--- src/rtl/uart_tx_arbiter.sv ---
// Packet-level round-robin arbiter that shares one 8N1 UART transmitter
// between a console requester (0) and a debug/trace requester (1).
module uart_tx_arbiter #(
  parameter int unsigned LOCK_TIMEOUT = 4095,
  parameter int unsigned TW           = 12
) (
  input  logic       clk,
  input  logic       resetq,
  input  logic       req0,
  input  logic [7:0] dat0,
  input  logic       last0,
  output logic       ack0,
  input  logic       req1,
  input  logic [7:0] dat1,
  input  logic       last1,
  output logic       ack1,
  output logic [1:0] owner,
  output logic       uart_wr,
  output logic [7:0] uart_dat,
  input  logic       uart_busy
);

  localparam int unsigned DW      = 8;
  localparam int unsigned OW      = 2;
  localparam bit          TO_EN   = (LOCK_TIMEOUT != 0);
  localparam logic [TW-1:0] TO_VAL  = TW'(LOCK_TIMEOUT);
  localparam logic [TW-1:0] CNT_MAX = {TW{1'b1}};

  typedef enum logic [2:0] {
    S_IDLE,
    S_SEND,
    S_ARM,
    S_DRAIN,
    S_LOCKED
  } state_t;

  state_t        state;
  logic          lock;
  logic          rr;
  logic          win;
  logic [TW-1:0] cnt;

  // Request/last of the requester currently being served.
  logic win_req_c;
  logic win_last_c;
  assign win_req_c  = win ? req1  : req0;
  assign win_last_c = win ? last1 : last0;

  always_ff @(posedge clk or negedge resetq) begin
    if (!resetq) begin
      state    <= S_IDLE;
      lock     <= 1'b0;
      rr       <= 1'b0;
      win      <= 1'b0;
      cnt      <= '0;
      ack0     <= 1'b0;
      ack1     <= 1'b0;
      owner    <= OW'(0);
      uart_wr  <= 1'b0;
      uart_dat <= DW'(0);
    end else begin
      uart_wr <= 1'b0;
      ack0    <= 1'b0;
      ack1    <= 1'b0;
      case (state)
        S_IDLE: begin
          if (!uart_busy && (req0 || req1)) begin
            if (req0 && req1) begin
              // Contention: rr names the winner, then points at the loser.
              win      <= rr;
              uart_dat <= rr ? dat1 : dat0;
              rr       <= ~rr;
            end else if (req0) begin
              win      <= 1'b0;
              uart_dat <= dat0;
            end else begin
              win      <= 1'b1;
              uart_dat <= dat1;
            end
            state <= S_SEND;
          end
        end

        S_SEND: begin
          if (win_req_c) begin
            uart_wr <= 1'b1;
            ack0    <= ~win;
            ack1    <= win;
            lock    <= ~win_last_c;
            owner   <= win ? 2'b10 : 2'b01;
            state   <= S_ARM;
          end else begin
            // Request withdrawn before it was acknowledged: nothing is sent.
            state <= lock ? S_LOCKED : S_IDLE;
          end
        end

        // Transmitter raises busy one cycle after the write strobe.
        S_ARM: state <= S_DRAIN;

        S_DRAIN: begin
          if (!uart_busy) begin
            if (lock) begin
              state <= S_LOCKED;
              cnt   <= '0;
            end else begin
              state <= S_IDLE;
              owner <= OW'(0);
            end
          end
        end

        S_LOCKED: begin
          if (TO_EN && (cnt == TO_VAL)) begin
            // Timeout takes priority over a request arriving the same cycle.
            lock  <= 1'b0;
            owner <= OW'(0);
            cnt   <= '0;
            state <= S_IDLE;
          end else if (win_req_c && !uart_busy) begin
            uart_dat <= win ? dat1 : dat0;
            cnt      <= '0;
            state    <= S_SEND;
          end else if (cnt != CNT_MAX) begin
            cnt <= cnt + TW'(1);
          end
        end

        default: state <= S_IDLE;
      endcase
    end
  end

endmodule
--- config.mk ---
export PLATFORM = sky130hd
export DESIGN_NAME = uart_tx_arbiter
export DESIGN_NICKNAME = d
export VERILOG_FILES = /design/src/rtl/uart_tx_arbiter.sv
export SDC_FILE = /design/constraint.sdc
export NUM_CORES = 1
export LEC_CHECK = 0
export ABC_AREA = 1
export CORE_ASPECT_RATIO = 1.4
export CORE_MARGIN = 1
export CORE_UTILIZATION = 46
export CTS_CLUSTER_DIAMETER = 60
export DETAILED_ROUTE_END_ITERATION = 10
export PLACE_DENSITY = 0.76
export REMOVE_ABC_BUFFERS = 1
export SLEW_MARGIN = 20
export SYNTH_ARGS = -nofsm -noshare
export SYNTH_HDL_FRONTEND = slang
export SYNTH_SLANG_ARGS = --single-unit
--- constraint.sdc ---
create_clock -name clk -period 1.6 [get_ports clk]
set_clock_uncertainty 0.05 [all_clocks]
set_input_delay 0.32 -clock clk [delete_from_list [all_inputs] [get_ports clk]]
set_output_delay 0.32 -clock clk [all_outputs]
set_load 0.01 [all_outputs]
==> metrics.yaml, run 1 <==
cp.required_ns: 1.23
synth_cells: 236
grt_pass1_wl_um: 6975
cp-end-kind: "output port"
overflow: 0
setup_ws_ns: 0.02909
clkLatencyLatePin_ns: 0.28
start_kind: "flip-flop"
synth-adder-area-share_pct: 0.7067
cts_root_buf: "clkbuf_8"
stdcell_area_um2: 2442
fmax_mhz: 636.6
worst_pin_slew_ns: 0.2426
ios: 36
gp_congestion: 0.7683
diodes: 0
clk_path_buf_depth: 2
hpwl_um: 3020
synth_compound_area_share_pct: 6.784
routed_wirelength_um: 4013
cap_violations: 0
cts_buffers: 5
final_util_pct: 66.44
syn_area_um2: 1770
core_um2: 3676
layout_common_cells: "nand2_1, clkdlybuf4s50_1, dfrtp_1"
slew_headroom_pct: 83.70
fin_setup_tns_ns: 0
finalHoldViolCount: 0
fillers: 313
synthTopCellsByArea: "dfrtp_1, nand2_1, nand3_1"
numClockSinks: 31
layout-drive-gt1-share_pct: 17.29
holdWs_ns: 0.3447
cpLargestDelayFamily: "buffers and inverters"
vias: 1730
drc: 0
track_usage_pct: 23.70
firstDrtPassIters: 4
ys_seq_area_share_pct: 43.82
first_iter_violations: 51
outcome: "finished, final reports clean"
yosysWarnings: 0
dieArea_um2: 4104
layout_commonest_cell: "nand2_1"
yosys.area.top_type: "dfrtp_1"
p_per_area_nw_per_um2: 1393
syn_area_per_cell_um2: 7.502
yosysTopAreaCellShare_pct: 43.82
fin_crit_sh_pct: 98.18
slowest_stage: "clkdlybuf4s50_1"
ir_drop_uv: 1088
htreeDepth: 2
worstPathCellList: "clkdlybuf4s50_1"
synth_top_family_by_area: "simple AND/OR/NAND/NOR gates"
fp-row-count: 26
slew_violations: 0
placed_cell_area_um2: 2308
dp_slack_ns: -0.2277
finalNetCount: 319
die_h_um: 75.41
ys_types: 28
cts_tree: "done"
synth_xor_area_share_pct: 1.979
p_leak_nw: 1.195
initial_utilization_pct: 48.16
slowest_delay_ns: 0.54
ant_nets: 0
wl_per_cell_um: 11.91
cp.buffers_inverters: 1
routed_via_density: 5.134
synth-seq-cells: 31
grt_pass1_vias: 1656
clk_pin_slew_worst_paths_ns: 0.07
period_needed_ns: 1.571
worstHoldPathType: "input port to asynchronous set/reset pin"
synthToLayoutAreaGrowth_pct: 37.95
die_w_um: 54.43
cp_max_fo: 2
crit_type: "flip-flop to output port"
synth_mux_area_share_pct: 0
grt_start_max_net_pins: 32
finalSetupViolCount: 0
grt_antenna_before_repair: 0
synth-simple-area-share_pct: 40.64
numPortBuffers: 35
arrival_ns: 1.20
## path summary, 6_finish.rpt
path,from,to,slack (ns),cells past startpoint
max reg2reg,cnt[0],owner[0],0.11,8
max,uart_dat[4],uart_dat[4],0.03,1
min,resetq,state[1],0.34,2
min reg2reg,owner[1],owner[1],0.42,2
min in group clk,owner[1],owner[1],0.42,2
max in group asynchronous,resetq,state[2],0.98,2
## stage by stage
step	power, mW	cells
6_report	3.401	337
5_1_grt	3.684	337
4_1_cts	3.432	336
3_5_place_dp	2.796	329
3_3_place_gp	2.770	329
2_1_floorplan	2.122	234
## layer usage
layer	track usage [%]	wire length [um]	part of all wire (%)	vias to the layer above
met5	0	0	0	-
met4	10.83	91	2.3	0
met3	5.589	131	3.3	9
met2	40.79	2082	52	42
met1	27.12	1708	43	798
li1	-	-	-	881
## logic make-up after synthesis
family / after synthesis
AND/OR/NAND/NOR: 152
flip-flops: 31
adder cells (fa/ha/maj): 1
buffers and inverters: 26
XOR/XNOR: 4
AO/OA/AOI/OAI: 22
## Yosys cell counts
cell      instances
a21boi_0          1
a21oi_1           8
buf_2             1
buf_4             1
dfrtp_1          31
ha_1              1
inv_1            21
inv_2             1
inv_4             2
nand2_1          73
nand2_2           4
nand2_4           4
nand3_1          28
nand3_2           2
nand3_4           1
nand4_1           8
nor2_1           25
nor2_2            1
nor2_4            2
nor3_1            3
nor3_2            1
o211ai_1          1
o21a_1            1
o21ai_0           9
o21ai_1           1
o21bai_1          1
xnor2_1           2
xor2_1            2
## layout make-up
class / count / area [um^2] / area share, %
inverters: 24 / 95.09 / 3.893
well taps: 42 / 52.55 / 2.152
clock buffers: 6 / 82.58 / 3.381
repair buffers: 54 / 510.5 / 20.90
flip-flops and latches: 31 / 777.0 / 31.81
multi-input cells: 179 / 919.6 / 37.65
clock inverters: 1 / 5.005 / 0.2049
## state kept, by name, indices dropped and copies added, names as in the netlist
register and cells:
rr 1, uart_dat 8, state 3, lock 1
uart_wr 1, cnt 12, win 1, ack1 1
owner 2, ack0 1
## what timing repair did
action | 4_1_cts | 5_1_grt
gates resized for setup | 0 | 13
hold buffers | 0 | 0
setup endpoints to repair | 0 | 23
endpoints found under the hold margin | 0 | 0
setup buffers | 0 | 1
## power breakdown
group          leakage (nW)  internal (mW)  total, mW  switching, mW
combinational         0.740          0.706       1.57          0.866
sequential            0.408           1.02       1.21          0.190
clock                0.0470          0.337      0.618          0.281
(Power assumes the default switching activity.)
==> inputs of run 2 (changes only) <==
--- a/config.mk
+++ b/config.mk
@@ -10,6 +10,7 @@
 export CORE_MARGIN = 1
 export CORE_UTILIZATION = 46
 export CTS_CLUSTER_DIAMETER = 60
+export CTS_CLUSTER_SIZE = 30
 export DETAILED_ROUTE_END_ITERATION = 10
 export PLACE_DENSITY = 0.76
 export REMOVE_ABC_BUFFERS = 1
==> results of run 2 <==
The final DEF is identical to that of run 1; final timing and power are the same.
==> inputs of run 3 (changes only) <==
--- a/config.mk
+++ b/config.mk
@@ -7,7 +7,7 @@
 export LEC_CHECK = 0
 export ABC_AREA = 1
 export CORE_ASPECT_RATIO = 1.4
-export CORE_MARGIN = 1
+export CORE_MARGIN = 4
 export CORE_UTILIZATION = 46
 export CTS_CLUSTER_DIAMETER = 60
 export CTS_CLUSTER_SIZE = 30
==> run 3 against run 2 <==
Effect of this change:
- sequential power about the same
- maximum frequency increased by 1.8%
- critical endpoint is now uart_dat[1]
- highest routed layer unchanged
- critical path type unchanged
- critical path depth unchanged
- first-iteration DRC count unchanged
==> metrics.yaml, run 3 (synthesis gave the netlist of run 1 again) <==
hpwl_um: 3071
finalNetCount: 322
ant_nets: 0
layout-drive-gt1-share_pct: 18.06
slew_headroom_pct: 82.71
ios: 36
diodes: 0
crit_type: "flip-flop to output port"
cp.buffers_inverters: 1
cp_max_fo: 2
clk_path_buf_depth: 2
cap_violations: 0
finalSetupViolCount: 0
finalHoldViolCount: 0
fmax_mhz: 647.8
synthToLayoutAreaGrowth_pct: 40.21
largest-register: "cnt"
layout_common_cells: "nand2_1, clkdlybuf4s50_1, dfrtp_1"
grt_pass1_wl_um: 6768
arrival_ns: 1.17
htreeDepth: 2
slew_violations: 0
grt_pass1_vias: 1620
worst_pin_slew_ns: 0.2593
setup.worst_path.start: "uart_dat[1]"
total_power_mw: 3.399
vias: 1698
instances_no_fill: 341
clk_pin_slew_worst_paths_ns: 0.07
clkLatencyLatePin_ns: 0.28
cp.required_ns: 1.23
grt_antenna_before_repair: 0
track_usage_pct: 17.83
p_leak_nw: 1.232
die_w_um: 60.43
final_util_pct: 67.53
worstPathCellList: "clkdlybuf4s50_1"
period_needed_ns: 1.544
hold_buffers: 0
p_per_area_nw_per_um2: 1369
firstDrtPassIters: 5
largest_register_ffs: 12
cts_tree: "done"
setup_ws_ns: 0.05624
die_h_um: 81.41
fp-row-count: 26
ir_drop_uv: 1126
outcome: "finished, final reports clean"
reg_top3: "cnt (12), uart_dat (8), state (3)"
wl_per_cell_um: 11.62
worstHoldPathType: "input port to asynchronous set/reset pin"
initial_utilization_pct: 48.16
holdWs_ns: 0.3536
slowest_stage: "clkdlybuf4s50_1"
dp_cells: 331
dp_slack_ns: -0.2163
dieArea_um2: 4919
reg2reg_from: "cnt[0]"
start_kind: "flip-flop"
routed_via_density: 4.979
drc: 0
first_iter_violations: 51
layout_commonest_cell: "nand2_1"
fin_crit_sh_pct: 96.49
cp-end-kind: "output port"
overflow: 0
cpLargestDelayFamily: "buffers and inverters"
cts_root_buf: "clkbuf_8"
slowest_delay_ns: 0.54
cts_buffers: 5
routed_wirelength_um: 3964
numPortBuffers: 35
gp_congestion: 0.8548
numClockSinks: 31
grt_start_max_net_pins: 32
core_um2: 3676
-- run 3: metal layers --
| layer | up-vias | GRT usage, % | share of wire (%) |
|---|---|---|---|
| li1 | 885 | - | - |
| met1 | 761 | 20.71 | 41 |
| met4 | 0 | 5.206 | 1.2 |
| met2 | 47 | 31.60 | 52 |
| met5 | - | 0 | 0 |
| met3 | 5 | 4.610 | 6.2 |
-- run 3: layout make-up --
type	instances	area [um^2]
repair buffers	57	550.5
well taps	42	52.55
clock buffers	6	72.57
inverters	24	95.09
flip-flops and latches	31	777.0
multi-input cells	179	922.1
clock inverters	2	12.51
fillers	306	1194
-- run 3: through the flow --
step / area (um^2) / TNS, ns
floorplan: 1758 / 0
global placement: 2336 / -2.928
detailed placement: 2336 / -3.743
CTS: 2426 / 0
global route: 2482 / -0.04271
finish: 2482 / 0
-- run 3: where the power goes --
group          internal [mW]  switching (mW)  total (mW)
logic                  0.721           0.875        1.60
clock network          0.303           0.281       0.584
registers               1.02           0.199        1.22
-- run 3: path summary, 6_finish.rpt --
check | end | slack, ns | cells past startpoint
min | ack1 | 0.35 | 2
min in group clk | owner[1] | 0.42 | 2
min reg2reg | owner[1] | 0.42 | 2
max reg2reg | cnt[9] | 0.11 | 8
max in group asynchronous | state[1] | 0.97 | 2
max | uart_dat[1] | 0.06 | 1
-- run 3: repair_timing --
action                     in CTS  in global routing
pin swaps                       0                  2
setup buffers                   0                  2
gates resized for setup         1                 14
setup endpoints to repair       2                 24
